--- config.mk ---
export PLATFORM = sky130hd
export DESIGN_NAME = irq_encoder8_flat
export DESIGN_NICKNAME = d
export VERILOG_FILES = /design/src/rtl/irq_encoder8_if.sv /design/src/rtl/irq_encoder8.sv /design/src/flat_wrapper.sv
export SDC_FILE = /design/constraint.sdc
export NUM_CORES = 1
export LEC_CHECK = 0
export CAP_MARGIN = 0
export CORE_ASPECT_RATIO = 0.75
export CORE_UTILIZATION = 42
export CTS_CLUSTER_DIAMETER = 120
export DETAILED_ROUTE_END_ITERATION = 16
export PLACE_DENSITY = 0.75
export SLEW_MARGIN = 20
export SYNTH_ARGS = -nofsm -noshare
export SYNTH_HDL_FRONTEND = slang
export SYNTH_SLANG_ARGS = --single-unit
export TNS_END_PERCENT = 1
--- constraint.sdc ---
create_clock -name clk -period 1.9 [get_ports clk]
set_clock_uncertainty 0.1 [all_clocks]
set_input_delay 0.19 -clock clk [delete_from_list [all_inputs] [get_ports clk]]
set_output_delay 0.19 -clock clk [all_outputs]
set_load 0.02 [all_outputs]
--- src/rtl/irq_encoder8_if.sv ---
// irq_encoder8_if: request/offer bundle for irq_encoder8.
//   req        8  request strobes from the event sources
//   mask       8  per-source enable for selection
//   out_ready  1  consumer accepts the current offer
//   out_valid  1  an index is on offer
//   out_idx    3  encoded index of the offered source
//   out_onehot 8  one-hot form of out_idx, zero when nothing is offered
//   pending    8  pending register, for CP0/debug read
// The master modport is the source/consumer side; the slave modport is the encoder.
interface irq_encoder8_if;
    logic [7:0] req;
    logic [7:0] mask;
    logic       out_ready;
    logic       out_valid;
    logic [2:0] out_idx;
    logic [7:0] out_onehot;
    logic [7:0] pending;

    modport master (
        output req,
        output mask,
        output out_ready,
        input  out_valid,
        input  out_idx,
        input  out_onehot,
        input  pending
    );

    modport slave (
        input  req,
        input  mask,
        input  out_ready,
        output out_valid,
        output out_idx,
        output out_onehot,
        output pending
    );
endinterface

--- src/rtl/irq_encoder8.sv ---
// irq_encoder8: 8-source request encoder with pending capture and a valid/ready offer.
// Requests are latched into a pending register; one eligible (pending & mask) source
// is offered at a time as a registered 3-bit index plus its one-hot form.
// Ports:
//   clk     system clock, rising edge
//   resetn  asynchronous active-low reset
//   bus     irq_encoder8_if slave modport (req, mask, out_ready in; out_valid,
//           out_idx, out_onehot, pending out)
// ROUND_ROBIN = 0 selects fixed priority (bit 0 highest); 1 searches from the
// index after the last granted one.
module irq_encoder8 #(
    parameter bit ROUND_ROBIN = 1'b0
) (
    input  logic           clk,
    input  logic           resetn,
    irq_encoder8_if.slave  bus
);

    typedef enum logic {StIdle, StOffer} state_e;

    state_e     state_q, state_d;
    logic [7:0] pending_q, pending_d;
    logic [2:0] idx_q, idx_d;
    logic [7:0] onehot_q, onehot_d;
    logic [2:0] ptr_q, ptr_d;

    logic [7:0] eligible;
    logic [2:0] sel_idx;
    logic       sel_found;
    logic [2:0] rr_cand;
    logic       handshake;

    // Source selection. Loops run from the lowest-priority candidate upwards so the
    // last hit (the highest-priority one) wins without needing an early exit.
    always_comb begin
        eligible  = pending_q & bus.mask;
        sel_idx   = 3'd0;
        sel_found = 1'b0;
        rr_cand   = 3'd0;
        if (ROUND_ROBIN) begin
            // k = 8 wraps to ptr itself, which is last in the search order.
            for (int k = 8; k >= 1; k--) begin
                rr_cand = ptr_q + 3'(k);
                if (eligible[rr_cand]) begin
                    sel_idx   = rr_cand;
                    sel_found = 1'b1;
                end
            end
        end else begin
            for (int i = 7; i >= 0; i--) begin
                if (eligible[i]) begin
                    sel_idx   = 3'(i);
                    sel_found = 1'b1;
                end
            end
        end
    end

    always_comb begin
        handshake = (state_q == StOffer) && bus.out_ready;

        // Clear first, then OR in new requests so a same-cycle set wins.
        pending_d = pending_q;
        if (handshake) begin
            pending_d[idx_q] = 1'b0;
        end
        pending_d = pending_d | bus.req;

        state_d  = state_q;
        idx_d    = idx_q;
        onehot_d = onehot_q;
        ptr_d    = ptr_q;

        unique case (state_q)
            StIdle: begin
                if (sel_found) begin
                    state_d  = StOffer;
                    idx_d    = sel_idx;
                    onehot_d = 8'b1 << sel_idx;
                end
            end
            StOffer: begin
                // The offer is held until accepted, whatever happens to mask or req.
                if (bus.out_ready) begin
                    state_d  = StIdle;
                    onehot_d = 8'h00;
                    ptr_d    = idx_q;
                end
            end
            default: state_d = StIdle;
        endcase
    end

    always_ff @(posedge clk or negedge resetn) begin
        if (!resetn) begin
            state_q   <= StIdle;
            pending_q <= 8'h00;
            idx_q     <= 3'd0;
            onehot_q  <= 8'h00;
            ptr_q     <= 3'd7;
        end else begin
            state_q   <= state_d;
            pending_q <= pending_d;
            idx_q     <= idx_d;
            onehot_q  <= onehot_d;
            ptr_q     <= ptr_d;
        end
    end

    assign bus.out_valid  = (state_q == StOffer);
    assign bus.out_idx    = idx_q;
    assign bus.out_onehot = onehot_q;
    assign bus.pending    = pending_q;

endmodule

--- src/flat_wrapper.sv ---
// flat-port wrapper written by rule: the top's interface ports become plain ports
module irq_encoder8_flat 
#(
    parameter bit ROUND_ROBIN = 1'b0
)
  (clk, resetn, bus_req, bus_mask, bus_out_ready, bus_out_valid, bus_out_idx, bus_out_onehot, bus_pending);
  irq_encoder8_if bus_i ();
  input  logic clk;
  input  logic resetn;
  input wire logic [$bits(bus_i.req)-1:0] bus_req;
  input wire logic [$bits(bus_i.mask)-1:0] bus_mask;
  input wire logic [$bits(bus_i.out_ready)-1:0] bus_out_ready;
  output wire logic [$bits(bus_i.out_valid)-1:0] bus_out_valid;
  output wire logic [$bits(bus_i.out_idx)-1:0] bus_out_idx;
  output wire logic [$bits(bus_i.out_onehot)-1:0] bus_out_onehot;
  output wire logic [$bits(bus_i.pending)-1:0] bus_pending;
  assign bus_i.req = bus_req;
  assign bus_i.mask = bus_mask;
  assign bus_i.out_ready = bus_out_ready;
  assign bus_out_valid = bus_i.out_valid;
  assign bus_out_idx = bus_i.out_idx;
  assign bus_out_onehot = bus_i.out_onehot;
  assign bus_pending = bus_i.pending;
  irq_encoder8 #(.ROUND_ROBIN(ROUND_ROBIN)) u_core (.clk(clk), .resetn(resetn), .bus(bus_i));
endmodule
# Word-level counts from Yosys, hierarchy flattened
# Cells that the tools add are included.
# W data, S select, Z words.
# totals
output_inout_bits	20
reg_bits	20
elab_cells	43
inputBits	19
# op_classes
n_mux	25
n_shift	1
bitwise_logic	5
n_reduce_logical	4
n_eq_ne	2
magnitude_cmp	2
# op_table
op	n
$mux W3	8
$mux W8	3
$and A8 B8 Y8	2
$pmux W8 S2	1
$mux W1	11
$not A8 Y8	1
$or A8 B8 Y8	1
$shl A1 B3 Y8 const A	1
$lt A3 B4 Y1 const B	1
$reduce_and A2 Y1	2
$demux W1 S3	1
$ge A3 B1 Y1 const B	1
$logic_and A1 B1 Y1	2
$ne A2 B1 Y1 const B	1
$ne A2 B2 Y1 const B	1
$pmux W1 S2	1
$not A1 Y1	1

# Longest topological paths before layout
# depth
depth_word	12
depth_mapped	4
ltp_nobuf	4

# Least setup slack after synthesis
# Ideal clock, no wire load.
# synth_timing
path_kind	reg2reg
startpoint	register u_core.pending_q[6] (netlist: u_core.bus.pending[6])
endpoint	register u_core.idx_q[0] (netlist: u_core.bus.out_idx[0])
arrival_ns	1.419
setup_ns	0.125
setup_slack_ns	0.256
n_path_buf	0
period_less_slack_ns	1.644
required_ns	1.675
stages_incl_launch_ff	5
cell_sequence	dfrtp_1 -> a22o_4 -> nor4_4 -> nor2_2 -> mux2_4
# synth_between
elab_chain_cells	9
elab_cells_between_ends	16
classes_between	14 x mux; 1 x bitwise; 1 x reduce/logical
# synth_rtl
element	line	rtl
from (decl)	irq_encoder8.sv:22	logic [7:0] pending_q, pending_d;
from (signal assigned)	irq_encoder8.sv:103	pending_q <= pending_d;
$and A8 B8 Y8 (*)	irq_encoder8.sv:36	eligible = pending_q & bus.mask;
$mux W1 (7 in series)	irq_encoder8.sv:51	if (eligible[i]) begin
$reduce_and A2 Y1 (no source line)	--	
to (signal assigned)	irq_encoder8.sv:104	idx_q <= idx_d;
to (decl)	irq_encoder8.sv:23	logic [2:0] idx_q, idx_d;
# Mark *: on every way between the ends. The rest lies on a longest branch, timed or not.
# A chain may end at the register's enable or synchronous reset.

# Final worst setup path
# layout_timing
startpoint	register u_core.state_q (netlist: u_core.bus.out_valid)
endpoint	output bus_out_valid
# layout_lines
element	line	rtl
from (decl)	irq_encoder8.sv:21	state_e state_q, state_d;
from (signal assigned)	irq_encoder8.sv:96	state_q <= StIdle;
from (signal assigned)	irq_encoder8.sv:102	state_q <= state_d;
to (decl)	flat_wrapper.sv:13	output wire logic [$bits(bus_i.out_valid)-1:0] bus_out_valid;
# No word-level cell between the ends.

==> impl_metrics.xml <==
<?xml version="1.0" encoding="UTF-8"?>
<metrics>
  <group name="worst_setup_path">
    <metric name="reg2reg_depth" unit="">5</metric>
    <metric name="worst_reg2reg_path_startpoint" unit="">u_core.bus.pending[4]$_DFF_PN0_</metric>
    <metric name="critPathArrivalTime" unit="ns">1.49</metric>
    <metric name="critPathMaxFanout" unit="">14</metric>
    <metric name="worstPathRequired" unit="ns">1.61</metric>
    <metric name="critPathLaunchType" unit="">register</metric>
    <metric name="criticalPathCategory" unit="">reg -&gt; out</metric>
    <metric name="origin_of_the_worst_setup_path" unit="">u_core.bus.out_valid$_DFF_PN0_</metric>
    <metric name="setup.worst_path.end_class" unit="">output pin</metric>
  </group>
  <group name="yosys">
    <metric name="synth.top_cells.by_area" unit="">sky130_fd_sc_hd__dfrtp_1, sky130_fd_sc_hd__nand2b_1, sky130_fd_sc_hd__o21ai_0, sky130_fd_sc_hd__nand2_1, sky130_fd_sc_hd__a22o_4</metric>
    <metric name="synth_fp_nets" unit="">115</metric>
    <metric name="post_synth_inst_count" unit="">96</metric>
    <metric name="synthDominantCellAreaShare" unit="%">49.6</metric>
    <metric name="synth-warning-count" unit="">0</metric>
    <metric name="synth_seq_cells" unit="">20</metric>
    <metric name="number_of_library_cell_types_mapped_by_synthesis" unit="">29</metric>
    <metric name="ys_seq_area_share" unit="%">49.6</metric>
    <metric name="syn_area_per_cell" unit="um^2">10.5</metric>
    <metric name="syn_area" unit="mm^2">0.00101</metric>
    <metric name="synth_top_cell_by_area" unit="">sky130_fd_sc_hd__dfrtp_1</metric>
  </group>
  <group name="detailed_routing">
    <metric name="totalWireLength" unit="mm">2.40</metric>
    <metric name="vias_per_cell" unit="">5.40</metric>
    <metric name="routed-via-count" unit="">923</metric>
    <metric name="dr.pass1.iters" unit="">4</metric>
    <metric name="remaining_number_of_nets_flagged_by_the_antenna_check_after_routing" unit="">0</metric>
    <metric name="drt_iter0_drc" unit="">36</metric>
    <metric name="remaining_drc_errors" unit="">0</metric>
    <metric name="route.detailed.wl_per_inst" unit="um">14.1</metric>
  </group>
  <group name="clock_tree">
    <metric name="clock_buffers_created_by_tritoncts" unit="">3</metric>
    <metric name="clock_path_buffers" unit="">2</metric>
    <metric name="worstSkewPairLatency" unit="ns">0.30</metric>
    <metric name="tritoncts" unit="">yes</metric>
    <metric name="post_cts_buffers" unit="">0</metric>
    <metric name="post_cts_resized" unit="">0</metric>
    <metric name="clock-root-buffer" unit="">sky130_fd_sc_hd__clkbuf_4</metric>
    <metric name="post_cts_hold_buffer_count" unit="">0</metric>
    <metric name="clock_sink_count" unit="">20</metric>
    <metric name="clock_tree.htree_level_count" unit="">1</metric>
    <metric name="clock_slew_at_the_register_clock_pins_of_the_worst_setup_and_hold_paths" unit="ns">0.11</metric>
  </group>
  <group name="floorplanning">
    <metric name="floorplan.io_pins" unit="">39</metric>
    <metric name="die_y" unit="um">44.5</metric>
    <metric name="die_area" unit="mm^2">0.00261</metric>
    <metric name="fp.dieW" unit="um">58.6</metric>
    <metric name="coreArea" unit="mm^2">0.00214</metric>
    <metric name="floorplan.initialDensity" unit="%">47.2</metric>
    <metric name="rows" unit="">14</metric>
  </group>
  <group name="outcome">
    <metric name="status" unit="">finished clean</metric>
  </group>
  <group name="job">
    <metric name="max-cap-violations" unit="">0</metric>
  </group>
  <group name="global_routing">
    <metric name="global_route.usage.total" unit="%">21.3</metric>
    <metric name="grt_max_degree" unit="">21</metric>
    <metric name="first_global_vias" unit="">911</metric>
    <metric name="initial_antenna_violation_count" unit="">0</metric>
    <metric name="grt-ovfl-total" unit="">0</metric>
    <metric name="global_route_wire_length_before_repair" unit="mm">4.03</metric>
  </group>
  <group name="power">
    <metric name="pwr_density_cell" unit="mW/mm^2">665</metric>
    <metric name="irDropWorstVdd" unit="V">0.000448</metric>
    <metric name="fin_total_pwr" unit="uW">978</metric>
    <metric name="leakage" unit="uW">0.000582</metric>
  </group>
  <group name="final_layout">
    <metric name="final_area" unit="mm^2">0.00147</metric>
    <metric name="design.final.nets" unit="">160</metric>
    <metric name="finalNonFillerCells" unit="">171</metric>
    <metric name="syn2layout_area_growth" unit="%">45.6</metric>
    <metric name="drive_gt1_share" unit="%">10.1</metric>
    <metric name="antennaDiodeCount" unit="">0</metric>
    <metric name="fillCellCount" unit="">175</metric>
  </group>
  <group name="timing">
    <metric name="finalWorstPathRequiredPeriod" unit="ns">1.78</metric>
    <metric name="slew_headroom" unit="%">71.6</metric>
    <metric name="timing.final.max_slew_violations" unit="">0</metric>
    <metric name="final_min_period_over_clock_period" unit="%">93.8</metric>
    <metric name="worstMarginPinSlew" unit="ns">0.424</metric>
    <metric name="finalHoldViolCount" unit="">0</metric>
    <metric name="achievable-frequency" unit="MHz">561</metric>
    <metric name="tns" unit="ns">0</metric>
    <metric name="rsz0062_at_grt" unit="">false</metric>
    <metric name="setup_viol" unit="">0</metric>
  </group>
  <group name="placed_design">
    <metric name="dp_cells" unit="">168</metric>
    <metric name="globalplace.congestion" unit="">0.809</metric>
    <metric name="placed_inst_area" unit="mm^2">0.00145</metric>
    <metric name="io_buffer_count" unit="">38</metric>
    <metric name="half_perimeter_wire_length_after_placement" unit="mm">1.87</metric>
  </group>
  <group name="worst_hold_path">
    <metric name="hold_path.class" unit="">in -&gt; async</metric>
  </group>
</metrics>
## final cells by class
cell class / instances / area (um^2) / share of cell area, %
tap: 32 / 40.0 / 2.72
timing repair buffer: 41 / 403 / 27.4
sequential: 20 / 500 / 34.0
clock buffer: 3 / 22.5 / 1.53
multi-input combinational: 75 / 504 / 34.3
## cells in the mapped netlist
| cell type | number |
|---|---|
| sky130_fd_sc_hd__mux2_4 | 1 |
| sky130_fd_sc_hd__a22o_4 | 2 |
| sky130_fd_sc_hd__a31oi_1 | 2 |
| sky130_fd_sc_hd__a22o_1 | 2 |
| sky130_fd_sc_hd__a22oi_1 | 1 |
| sky130_fd_sc_hd__nor3_1 | 1 |
| sky130_fd_sc_hd__or2_2 | 1 |
| sky130_fd_sc_hd__a21boi_0 | 1 |
| sky130_fd_sc_hd__nand2_1 | 12 |
| sky130_fd_sc_hd__o31ai_1 | 2 |
| sky130_fd_sc_hd__a221o_1 | 1 |
| sky130_fd_sc_hd__nor2_2 | 1 |
| sky130_fd_sc_hd__a32o_1 | 2 |
| sky130_fd_sc_hd__nand2b_1 | 12 |
| sky130_fd_sc_hd__o21ai_0 | 13 |
| sky130_fd_sc_hd__nand3b_1 | 2 |
| sky130_fd_sc_hd__buf_2 | 1 |
| sky130_fd_sc_hd__a22o_2 | 1 |
| sky130_fd_sc_hd__nand3_1 | 2 |
| sky130_fd_sc_hd__nor2_1 | 7 |
| sky130_fd_sc_hd__and2_1 | 1 |
| sky130_fd_sc_hd__or3_1 | 1 |
| sky130_fd_sc_hd__dfrtp_1 | 20 |
| sky130_fd_sc_hd__a21oi_1 | 1 |
| sky130_fd_sc_hd__o41ai_4 | 1 |
| sky130_fd_sc_hd__nor4_4 | 1 |
| sky130_fd_sc_hd__o211ai_1 | 1 |
| sky130_fd_sc_hd__a221oi_1 | 1 |
| sky130_fd_sc_hd__o22a_1 | 2 |
## worst paths after layout
| check | end | slack [ns] |
|---|---|---|
| min reg2reg | u_core.bus.out_onehot[2]$_DFFE_PN0P_ | 0.40 |
| max | bus_out_valid | 0.12 |
| max reg2reg | u_core.bus.out_onehot[1]$_DFFE_PN0P_ | 0.27 |
| max in group asynchronous | u_core.bus.pending[5]$_DFF_PN0_ | 1.38 |
| min | u_core.bus.out_onehot[1]$_DFFE_PN0P_ | 0.11 |
| min in group clk | u_core.bus.pending[4]$_DFF_PN0_ | 0.34 |
## metal layers
| layer | track usage (%) | up-vias | share of wire, % |
|---|---|---|---|
| met1 | 27.0 | 443 | 47 |
| met5 | 0 | - | 0 |
| met3 | 5.56 | 2 | 5.2 |
| met4 | 8.57 | 0 | 0.83 |
| met2 | 34.9 | 32 | 47 |
| li1 | - | 446 | - |
## worst max-delay path: stages (launching register included)
cell	delay [ns]
sky130_fd_sc_hd__dfrtp_1	0.37
sky130_fd_sc_hd__buf_4	0.20
sky130_fd_sc_hd__clkdlybuf4s50_1	0.62
## cell usage in the layout, fill, tap and decap left out, drive strengths merged, types with 2 or more instances in the layout
cell / n
buf: 3
a32o: 2
nand2b: 12
nand3b: 2
o22a: 2
o21ai: 13
a22o: 5
clkdlybuf4s50: 38
nand2: 12
o31ai: 2
a31oi: 2
nor2: 8
nand3: 2
dfrtp: 20
clkbuf: 3
## power by group
group	switching (uW)	internal, uW	total [uW]
combinational	139	146	285
sequential	39.1	456	495
clock	124	74.0	198
total	302	675	978
## kinds of logic after synthesis
| kind of cell | Yosys count | synth area share, % |
|---|---|---|
| AO/OA/AOI/OAI | 33 | 26.4 |
| buffers and inverters | 1 | 0.495 |
| flip-flops | 20 | 49.6 |
| multiplexers | 1 | 1.49 |
| AND/OR/NAND/NOR | 41 | 22.1 |
## sequential cells by signal (all words and copies together) (netlist names)
signal / cells
u_core.bus.pending: 8
u_core.bus.out_valid: 1
u_core.bus.out_idx: 3
u_core.bus.out_onehot: 8
## through the flow
step	setup WS, ns	hold slack [ns]	util [%]
2_1_floorplan	0.256	-0.206	-
3_3_place_gp	0.0848	0.371	67.7
3_5_place_dp	0.0337	0.375	67.7
4_1_cts	0.118	0.120	68.8
5_1_grt	0.0612	0.149	68.8
6_report	0.118	0.110	68.8
Power figures use the tool's default switching activity.
